===== src/rtl/sha256_pkg.sv =====
// Shared widths, FSM state encoding and block-splice helper for the sha256 nonce scheduler.
package sha256_pkg;

    localparam int unsigned BLK_W     = 512;
    localparam int unsigned HASH_W    = 256;
    localparam int unsigned NONCE_W   = 32;
    localparam int unsigned LZ_W      = 9;
    localparam int unsigned CNT_W     = NONCE_W + 1;
    localparam int unsigned BLK_IDX_W = 9;

    typedef enum logic [2:0] {
        IDLE,
        LOAD,
        ARM,
        WAIT,
        CHECK,
        DONE
    } state_e;

    // Overwrite the nonce field of a block template.
    function automatic logic [BLK_W-1:0] splice_nonce(
        input logic [BLK_W-1:0]     tmpl,
        input logic [NONCE_W-1:0]   nonce,
        input logic [BLK_IDX_W-1:0] ofs
    );
        logic [BLK_W-1:0] blk;
        blk = tmpl;
        blk[ofs +: NONCE_W] = nonce;
        return blk;
    endfunction

    // Difficulties beyond the digest width can only ever be met by 256 zeros.
    function automatic logic [LZ_W-1:0] clamp_diff(input logic [LZ_W-1:0] d);
        return (d > LZ_W'(HASH_W)) ? LZ_W'(HASH_W) : d;
    endfunction

endpackage


===== src/rtl/sha256_nonce_sched_if.sv =====
// Block/digest bus between the nonce scheduler (master) and the sha256 core (slave).
interface sha256_nonce_sched_if;
    import sha256_pkg::*;

    logic [BLK_W-1:0]  mess_o;
    logic              padded_o;
    logic              rdy_i;
    logic [HASH_W-1:0] hash_i;

    modport master (
        output mess_o,
        output padded_o,
        input  rdy_i,
        input  hash_i
    );

    modport slave (
        input  mess_o,
        input  padded_o,
        output rdy_i,
        output hash_i
    );

endinterface


===== src/rtl/sha256_lzc.sv =====
// Combinational leading-zero counter over a 256-bit digest, MSB first; all-zero gives 256.
module sha256_lzc
    import sha256_pkg::*;
(
    input  logic [HASH_W-1:0] hash,
    output logic [LZ_W-1:0]   count_c
);

    logic seen;

    // Scan from the MSB and keep the position of the first set bit.
    always_comb begin
        count_c = LZ_W'(HASH_W);
        seen    = 1'b0;
        for (int i = HASH_W - 1; i >= 0; i--) begin
            if (!seen && hash[i]) begin
                count_c = LZ_W'(HASH_W - 1 - i);
                seen    = 1'b1;
            end
        end
    end

endmodule


===== src/rtl/sha256_nonce_sched.sv =====
// Nonce search sequencer in front of the unrolled sha256 core.
// Optional core-ready timeout: define SHA_SCHED_TIMEOUT_EN.
module sha256_nonce_sched
    import sha256_pkg::*;
#(
    parameter int unsigned NONCE_OFS = 416,
    parameter int unsigned TIMEOUT   = 127
) (
    input  logic                 clk,
    input  logic                 rst,
    input  logic                 start_i,
    input  logic                 abort_i,
    input  logic [BLK_W-1:0]     template_i,
    input  logic [NONCE_W-1:0]   nonce_start_i,
    input  logic [NONCE_W-1:0]   nonce_limit_i,
    input  logic [LZ_W-1:0]      difficulty_i,
    sha256_nonce_sched_if.master core,
    output logic                 busy_o,
    output logic                 done_o,
    output logic                 found_o,
    output logic [NONCE_W-1:0]   nonce_o,
    output logic [HASH_W-1:0]    hash_o,
    output logic [CNT_W-1:0]     attempts_o,
    output logic                 err_o
);

    localparam logic [BLK_IDX_W-1:0] OFS = BLK_IDX_W'(NONCE_OFS);

    state_e             state_q, state_d;
    logic [BLK_W-1:0]   tmpl_q, tmpl_d;
    logic [BLK_W-1:0]   mess_q, mess_d;
    logic [NONCE_W-1:0] limit_q, limit_d;
    logic [NONCE_W-1:0] nonce_q, nonce_d;
    logic [LZ_W-1:0]    diff_q, diff_d;
    logic [HASH_W-1:0]  hash_q, hash_d;
    logic [CNT_W-1:0]   attempts_q, attempts_d;
    logic               padded_q, padded_d;
    logic               busy_q, busy_d;
    logic               done_q, done_d;
    logic               found_q, found_d;
    logic               err_q, err_d;
    logic [LZ_W-1:0]    lz_c;

`ifdef SHA_SCHED_TIMEOUT_EN
    localparam int unsigned TMO_W = $clog2(TIMEOUT + 1);
    logic [TMO_W-1:0] tmo_q, tmo_d;
    logic             tmo_hit_c;
    assign tmo_hit_c = (tmo_q >= TMO_W'(TIMEOUT - 1));
`else
    logic unused_timeout;
    assign unused_timeout = ^32'(TIMEOUT);
`endif

    sha256_lzc u_lzc (
        .hash    (hash_q),
        .count_c (lz_c)
    );

    // State register.
    always_ff @(posedge clk) begin
        if (rst) begin
            state_q <= IDLE;
        end else begin
            state_q <= state_d;
        end
    end

    // Next state and next values of every registered output / datapath field.
    always_comb begin
        state_d    = state_q;
        tmpl_d     = tmpl_q;
        mess_d     = mess_q;
        limit_d    = limit_q;
        nonce_d    = nonce_q;
        diff_d     = diff_q;
        hash_d     = hash_q;
        attempts_d = attempts_q;
        padded_d   = padded_q;
        busy_d     = busy_q;
        done_d     = 1'b0;
        found_d    = found_q;
        err_d      = err_q;
`ifdef SHA_SCHED_TIMEOUT_EN
        tmo_d      = '0;
`endif

        case (state_q)
            IDLE: begin
                if (start_i) begin
                    tmpl_d     = template_i;
                    limit_d    = nonce_limit_i;
                    diff_d     = clamp_diff(difficulty_i);
                    nonce_d    = nonce_start_i;
                    found_d    = 1'b0;
                    attempts_d = '0;
                    err_d      = 1'b0;
                    busy_d     = 1'b1;
                    if (nonce_start_i > nonce_limit_i) begin
                        state_d = DONE;
                        done_d  = 1'b1;
                        busy_d  = 1'b0;
                    end else begin
                        state_d  = LOAD;
                        mess_d   = splice_nonce(template_i, nonce_start_i, OFS);
                        padded_d = 1'b1;
                    end
                end
            end
            LOAD: begin
                state_d = ARM;
            end
            ARM: begin
                // A ready still high from the previous block must drop first.
                if (!core.rdy_i) begin
                    state_d = WAIT;
                end
            end
            WAIT: begin
                if (core.rdy_i) begin
                    hash_d     = core.hash_i;
                    attempts_d = attempts_q + CNT_W'(1);
                    padded_d   = 1'b0;
                    state_d    = CHECK;
                end
            end
            CHECK: begin
                if (lz_c >= diff_q) begin
                    found_d = 1'b1;
                    state_d = DONE;
                    done_d  = 1'b1;
                    busy_d  = 1'b0;
                end else if (nonce_q == limit_q) begin
                    state_d = DONE;
                    done_d  = 1'b1;
                    busy_d  = 1'b0;
                end else begin
                    nonce_d  = nonce_q + NONCE_W'(1);
                    mess_d   = splice_nonce(tmpl_q, nonce_q + NONCE_W'(1), OFS);
                    padded_d = 1'b1;
                    state_d  = LOAD;
                end
            end
            DONE: begin
                state_d = IDLE;
            end
            default: begin
                state_d  = IDLE;
                padded_d = 1'b0;
                busy_d   = 1'b0;
            end
        endcase

`ifdef SHA_SCHED_TIMEOUT_EN
        // Count core-wait cycles; give up once the budget is spent.
        if (state_q == ARM || state_q == WAIT) begin
            tmo_d = tmo_q + TMO_W'(1);
            if (tmo_hit_c && !(state_q == WAIT && core.rdy_i)) begin
                state_d  = DONE;
                done_d   = 1'b1;
                busy_d   = 1'b0;
                padded_d = 1'b0;
                found_d  = 1'b0;
                err_d    = 1'b1;
            end
        end
`endif

        // Abort wins over everything else outside IDLE; results are kept.
        if (abort_i && state_q != IDLE) begin
            state_d    = IDLE;
            nonce_d    = nonce_q;
            hash_d     = hash_q;
            attempts_d = attempts_q;
            mess_d     = mess_q;
            err_d      = err_q;
            padded_d   = 1'b0;
            busy_d     = 1'b0;
            done_d     = 1'b0;
            found_d    = 1'b0;
        end
    end

    // Datapath and output registers.
    always_ff @(posedge clk) begin
        if (rst) begin
            tmpl_q     <= '0;
            mess_q     <= '0;
            limit_q    <= '0;
            nonce_q    <= '0;
            diff_q     <= '0;
            hash_q     <= '0;
            attempts_q <= '0;
            padded_q   <= 1'b0;
            busy_q     <= 1'b0;
            done_q     <= 1'b0;
            found_q    <= 1'b0;
            err_q      <= 1'b0;
        end else begin
            tmpl_q     <= tmpl_d;
            mess_q     <= mess_d;
            limit_q    <= limit_d;
            nonce_q    <= nonce_d;
            diff_q     <= diff_d;
            hash_q     <= hash_d;
            attempts_q <= attempts_d;
            padded_q   <= padded_d;
            busy_q     <= busy_d;
            done_q     <= done_d;
            found_q    <= found_d;
            err_q      <= err_d;
        end
    end

`ifdef SHA_SCHED_TIMEOUT_EN
    // Core-wait cycle counter.
    always_ff @(posedge clk) begin
        if (rst) begin
            tmo_q <= '0;
        end else begin
            tmo_q <= tmo_d;
        end
    end
`endif

    assign core.mess_o   = mess_q;
    assign core.padded_o = padded_q;
    assign busy_o        = busy_q;
    assign done_o        = done_q;
    assign found_o       = found_q;
    assign nonce_o       = nonce_q;
    assign hash_o        = hash_q;
    assign attempts_o    = attempts_q;
    assign err_o         = err_q;

endmodule


===== src/flat_wrapper.sv =====
// flat-port wrapper written by rule: the top's interface ports become plain ports
module sha256_nonce_sched_flat import sha256_pkg::*;
#(
    parameter int unsigned NONCE_OFS = 416,
    parameter int unsigned TIMEOUT   = 127
)
  (clk, rst, start_i, abort_i, template_i, nonce_start_i, nonce_limit_i, difficulty_i, busy_o, done_o, found_o, nonce_o, hash_o, attempts_o, err_o, core_mess_o, core_padded_o, core_rdy_i, core_hash_i);
  sha256_nonce_sched_if core_i ();
  input  logic clk;
  input  logic rst;
  input  logic start_i;
  input  logic abort_i;
  input  logic [BLK_W-1:0] template_i;
  input  logic [NONCE_W-1:0] nonce_start_i;
  input  logic [NONCE_W-1:0] nonce_limit_i;
  input  logic [LZ_W-1:0] difficulty_i;
  output logic busy_o;
  output logic done_o;
  output logic found_o;
  output logic [NONCE_W-1:0] nonce_o;
  output logic [HASH_W-1:0] hash_o;
  output logic [CNT_W-1:0] attempts_o;
  output logic err_o;
  output wire logic [$bits(core_i.mess_o)-1:0] core_mess_o;
  output wire logic [$bits(core_i.padded_o)-1:0] core_padded_o;
  input wire logic [$bits(core_i.rdy_i)-1:0] core_rdy_i;
  input wire logic [$bits(core_i.hash_i)-1:0] core_hash_i;
  assign core_mess_o = core_i.mess_o;
  assign core_padded_o = core_i.padded_o;
  assign core_i.rdy_i = core_rdy_i;
  assign core_i.hash_i = core_hash_i;
  sha256_nonce_sched #(.NONCE_OFS(NONCE_OFS), .TIMEOUT(TIMEOUT)) u_core (.clk(clk), .rst(rst), .start_i(start_i), .abort_i(abort_i), .template_i(template_i), .nonce_start_i(nonce_start_i), .nonce_limit_i(nonce_limit_i), .difficulty_i(difficulty_i), .core(core_i), .busy_o(busy_o), .done_o(done_o), .found_o(found_o), .nonce_o(nonce_o), .hash_o(hash_o), .attempts_o(attempts_o), .err_o(err_o));
endmodule

===== config.mk =====
export PLATFORM = sky130hd
export DESIGN_NAME = sha256_nonce_sched_flat
export DESIGN_NICKNAME = d
export VERILOG_FILES = /design/src/rtl/sha256_pkg.sv /design/src/rtl/sha256_nonce_sched_if.sv /design/src/rtl/sha256_lzc.sv /design/src/rtl/sha256_nonce_sched.sv /design/src/flat_wrapper.sv
export SDC_FILE = /design/constraint.sdc
export NUM_CORES = 2
export LEC_CHECK = 0
export CAP_MARGIN = 15
export CORE_AREA = 2 2 652 654
export DETAILED_ROUTE_END_ITERATION = 8
export DIE_AREA = 0 0 654 656
export GPL_TIMING_DRIVEN = 0
export PLACE_DENSITY = 0.4
export SLEW_MARGIN = 15
export SYNTH_ARGS = -nofsm -noshare
export SYNTH_HDL_FRONTEND = slang
export SYNTH_SLANG_ARGS = --single-unit

===== constraint.sdc =====
create_clock -name clk -period 7.8 [get_ports clk]
set_clock_uncertainty 0.05 [all_clocks]
set_input_delay 1.56 -clock clk [delete_from_list [all_inputs] [get_ports clk]]
set_output_delay 1.56 -clock clk [all_outputs]
set_load 0.02 [all_outputs]

==> key figures <==
Route
  – Drt via density: 4.21
  – Drt initial violations: 4714
  – Via count: 64900
  – Number of remaining DRC errors: 0
  – Post-route ant nets: 0
  – WL/cell: 28.3 µm
  – Post-Route WL: 436000 µm
  – Pre-antenna DRT Iters: 6

Finish
  – Fillers: 47800
  – Finished Cell Area: 88900 µm²
  – Share of post-route cells with drive strength above 1: 5.49%
  – Post-Layout Cell Count: 15400
  – Area Growth Syn to Fin: 53.4%
  – Final Net Count: 10400

Synth
  – Seq cells post-synth: 1361
  – Net Count, Synth: 8570
  – Synth warnings: 0
  – Post-Syn Area per Cell: 7.55 µm²
  – Mapped Cells: 7681
  – Area of the mapped netlist: 58000 µm²
  – Post-synth EDFFs: 0
  – Top FF cell, synth: dfxtp_1
  – Distinct cell type count after synthesis: 83
  – Ys async rst share: 0%
  – Register area share after synthesis: 47.0%

Outcome
  – Outcome: complete, no violations

CTS
  – Max clock buf depth: 4
  – CTS HTree Levels: 4
  – Clk_lat worst skew: 0.89 ns
  – TritonCTS buffer count: 176
  – CTS sink cnt: 1361
  – Cts-stage hold buffer count: 0
  – Clock-pin slew on the worst setup and hold paths: 0.06 ns
  – CTS tree: yes
  – Root buffer cell: clkbuf_16

Critical path
  – Critical Path RT: 8.52 ns
  – R2R setup slack: 0.22 ns
  – Reg2reg end: u_core.core.mess_o[268]
  – R2r worst-path depth: 23
  – Worst Path Max Fanout: 10
  – Critical path capture point type: flop
  – Crit Path Category: reg -> reg
  – Worst r2r src: u_core.hash_o[124]
  – WP data arrival: 8.30 ns
  – Crit start category: flop

Die
  – Die Y: 656 µm
  – Io pins: 1684
  – Initial Util: 13.7%
  – # rows: 239
  – Chip Width: 654 µm
  – Die area: 429000 µm²
  – Core Area: 422000 µm²

Place
  – Placer Congestion: 0.964
  – IO Port Bufs: 1649
  – Post-DP HPWL: 363000 µm
  – Placed insts: 15000
  – Area post-placement: 82000 µm²

Timing
  – Final hold violation count: 0
  – Fmax: 0.132 GHz
  – Worst slew pin tran: 1.30 ns
  – Final Setup Violations: 0
  – Final Slew Violations: 0
  – Time the worst path needs with I/O delays and setup: 7.58 ns
  – Slew Limit Headroom: 12.4%
  – Final worst path period share: 97.2%

Pwr
  – P_leak: 31.2 nW
  – Peak VDD IR: 0.172 mV
  – Power density cells: 292 nW/µm²

Global routing
  – Initial antenna violation count: 152
  – Gr ovfl total: 0
  – Aggregate global-route resource usage: 19.4%
  – Number of global-route vias before repair: 62800
  – Largest net degree at the start of global routing: 14
  – First-pass GRT wire length: 575000 µm

Run
  – MaxCap Viol Count: 0

Worst hold path
  – Hold path startpoint: u_core.tmpl_q[49]
  – Worst Hold Depth: 2
  – Hold crit path type: reg -> reg
  – Hold Path End: u_core.core.mess_o[49]
[critical path, stage by stage, from the launching register on]
cell and delay [ns]:
dfxtp_1 0.53, nor4_4 0.53, and4b_1 0.38, nand4_1 0.54, nor4_4 0.62, nand3_1 0.30, nor3b_1 0.53, nor4_1 0.13
nand4_1 0.22, nor4_4 0.10, ha_1 0.29, nand2b_1 0.14, a21o_1 0.18, a21oi_1 0.15, o21a_1 0.18, o211ai_1 0.20
o31a_2 0.48, a31oi_4 0.20, buf_12 0.16, buf_16 0.15, clkbuf_2 0.40, clkbuf_1 0.54, nor2_1 0.09, a311oi_1 0.31
[layout make-up]
| cell class | instances | area, µm² | area share (%) |
|---|---|---|---|
| antenna | 76 | 190 | 0.214 |
| buffer | 573 | 2340 | 2.63 |
| clock buffer | 254 | 5100 | 5.73 |
| clock inverter | 62 | 930 | 1.05 |
| inverter | 82 | 308 | 0.346 |
| multi-input combinational | 5661 | 28800 | 32.4 |
| sequential | 1361 | 27300 | 30.6 |
| tap | 5663 | 7090 | 7.97 |
| timing repair buffer | 1684 | 16900 | 19.0 |
[how the worst max path moves through the flow]
stage | startpoint | cells after the start | end | slack (ns)
finish | u_core.hash_o[124] | 23 | u_core.core.mess_o[268] | 0.22
global route | u_core.hash_o[220] | 27 | u_core.core.mess_o[145] | -0.01
CTS | u_core.hash_o[121] | 25 | u_core.core.mess_o[357] | 0.01
detailed placement | u_core.hash_o[168] | 24 | u_core.core.mess_o[408] | -2.41
global placement | u_core.hash_o[168] | 23 | u_core.core.mess_o[341] | -6.05
floorplan | u_core.hash_o[220] | 24 | u_core.core.mess_o[435] | 1.63
[layout by cell type, fill, tap and decap left out, types with 34 or more instances in the layout]
| master | n |
|---|---|
| nand2_1 | 2623 |
| diode_2 | 76 |
| clkdlybuf4s50_1 | 1648 |
| dfxtp_1 | 1350 |
| or3_1 | 34 |
| clkbuf_16 | 178 |
| clkbuf_8 | 37 |
| xnor2_1 | 60 |
| nand4_1 | 81 |
| nand3_1 | 56 |
| ha_1 | 43 |
| mux2i_1 | 50 |
| clkbuf_1 | 495 |
| nor3_1 | 84 |
| nor4_1 | 62 |
| clkbuf_2 | 81 |
| a311oi_1 | 487 |
| inv_1 | 82 |
| o21ai_0 | 73 |
| nor2_1 | 721 |
| a21oi_1 | 835 |
[layer usage]
layer	vias to the layer above	part of all wire, %	wire length [µm]	track usage [%]
met1	31600	36	159000	20.7
met2	2299	51	223000	35.2
met5	-	0.064	279	0
li1	30300	-	-	-
met3	715	7.2	31200	4.84
met4	44	5.2	22800	9.79
[synthesized netlist by cell type, types with 6 or more instances]
cell / count / area, µm²
o22ai_1: 6 / 37.5
nor2_1: 723 / 2710
a221oi_1: 7 / 61.3
or3_1: 35 / 219
a21o_1: 15 / 113
and3_1: 25 / 156
nand4_1: 81 / 507
nand3b_1: 18 / 135
nand4b_1: 11 / 96.3
clkbuf_1: 554 / 2080
o32ai_1: 7 / 61.3
nor3b_1: 11 / 82.6
o211ai_1: 9 / 67.6
buf_1: 16 / 60.1
a211oi_1: 21 / 158
a32oi_1: 6 / 52.6
xnor2_1: 60 / 526
or2_2: 10 / 62.6
o21a_1: 6 / 45.0
dfxtp_1: 1361 / 27200
nand3_1: 59 / 295
and2_1: 19 / 119
inv_1: 82 / 308
xor2_1: 26 / 228
a21oi_1: 836 / 4180
nor4b_1: 18 / 158
mux2i_1: 50 / 500
and4_1: 21 / 184
a2111oi_0: 6 / 52.6
nor4_1: 87 / 544
nand2b_1: 11 / 68.8
a311oi_1: 487 / 4270
nand2_1: 2624 / 9850
ha_1: 43 / 538
nor3_1: 99 / 495
or4_1: 29 / 218
o41ai_1: 7 / 61.3
a31oi_1: 6 / 37.5
nor2b_1: 18 / 113
o21ai_0: 77 / 385
[sequential cells by signal (all words and copies together) (netlist names), 3 cells and up]
signal and count:
u_core.nonce_o 32, u_core.hash_o 256, u_core.limit_q 32, u_core.diff_q 9, u_core.state_q 3, u_core.attempts_o 33, u_core.core.mess_o 512, u_core.tmpl_q 480
[where the power goes]
group	internal, mW	switching (mW)	total (mW)	leakage (nW)
Clock	5.15	3.59	8.74	2.94
Sequential	7.96	0.744	8.71	11.2
Combinational	2.96	5.58	8.54	17.1
[cells by family (layout without fill, tap and decap cells)]
logic type | count (synthesis) | in the layout | synth area share, %
other | 1 | 77 | 0.00647
XOR/XNOR | 86 | 86 | 1.30
AND/OR/NAND/NOR | 3927 | 3927 | 28.1
buffers and inverters | 659 | 2655 | 4.31
AO/OA/AOI/OAI | 1554 | 1554 | 17.5
flip-flops | 1361 | 1361 | 47.0
adder cells (fa/ha/maj) | 43 | 43 | 0.928
multiplexers | 50 | 50 | 0.863
[stage by stage]
step	power [mW]	utilization [%]	setup TNS, ns	hold WS (ns)	setup slack, ns
2_1_floorplan	12.5	-	0	0.382	1.63
3_3_place_gp	17.3	19.3	-2984.75	0.393	-6.05
3_5_place_dp	17.3	19.4	-971.79	0.397	-2.41
4_1_cts	26.4	21.0	0	0.401	0.0113
5_1_grt	27.2	21.1	-0.0357	0.418	-0.0110
6_report	26.0	21.1	0	0.402	0.219
[repair_timing]
action,in CTS,in global routing
buffers inserted,18,1
pin swaps,9,3
endpoints found under the setup margin,544,532
gates resized for setup,146,60
(Power assumes the default switching activity.)
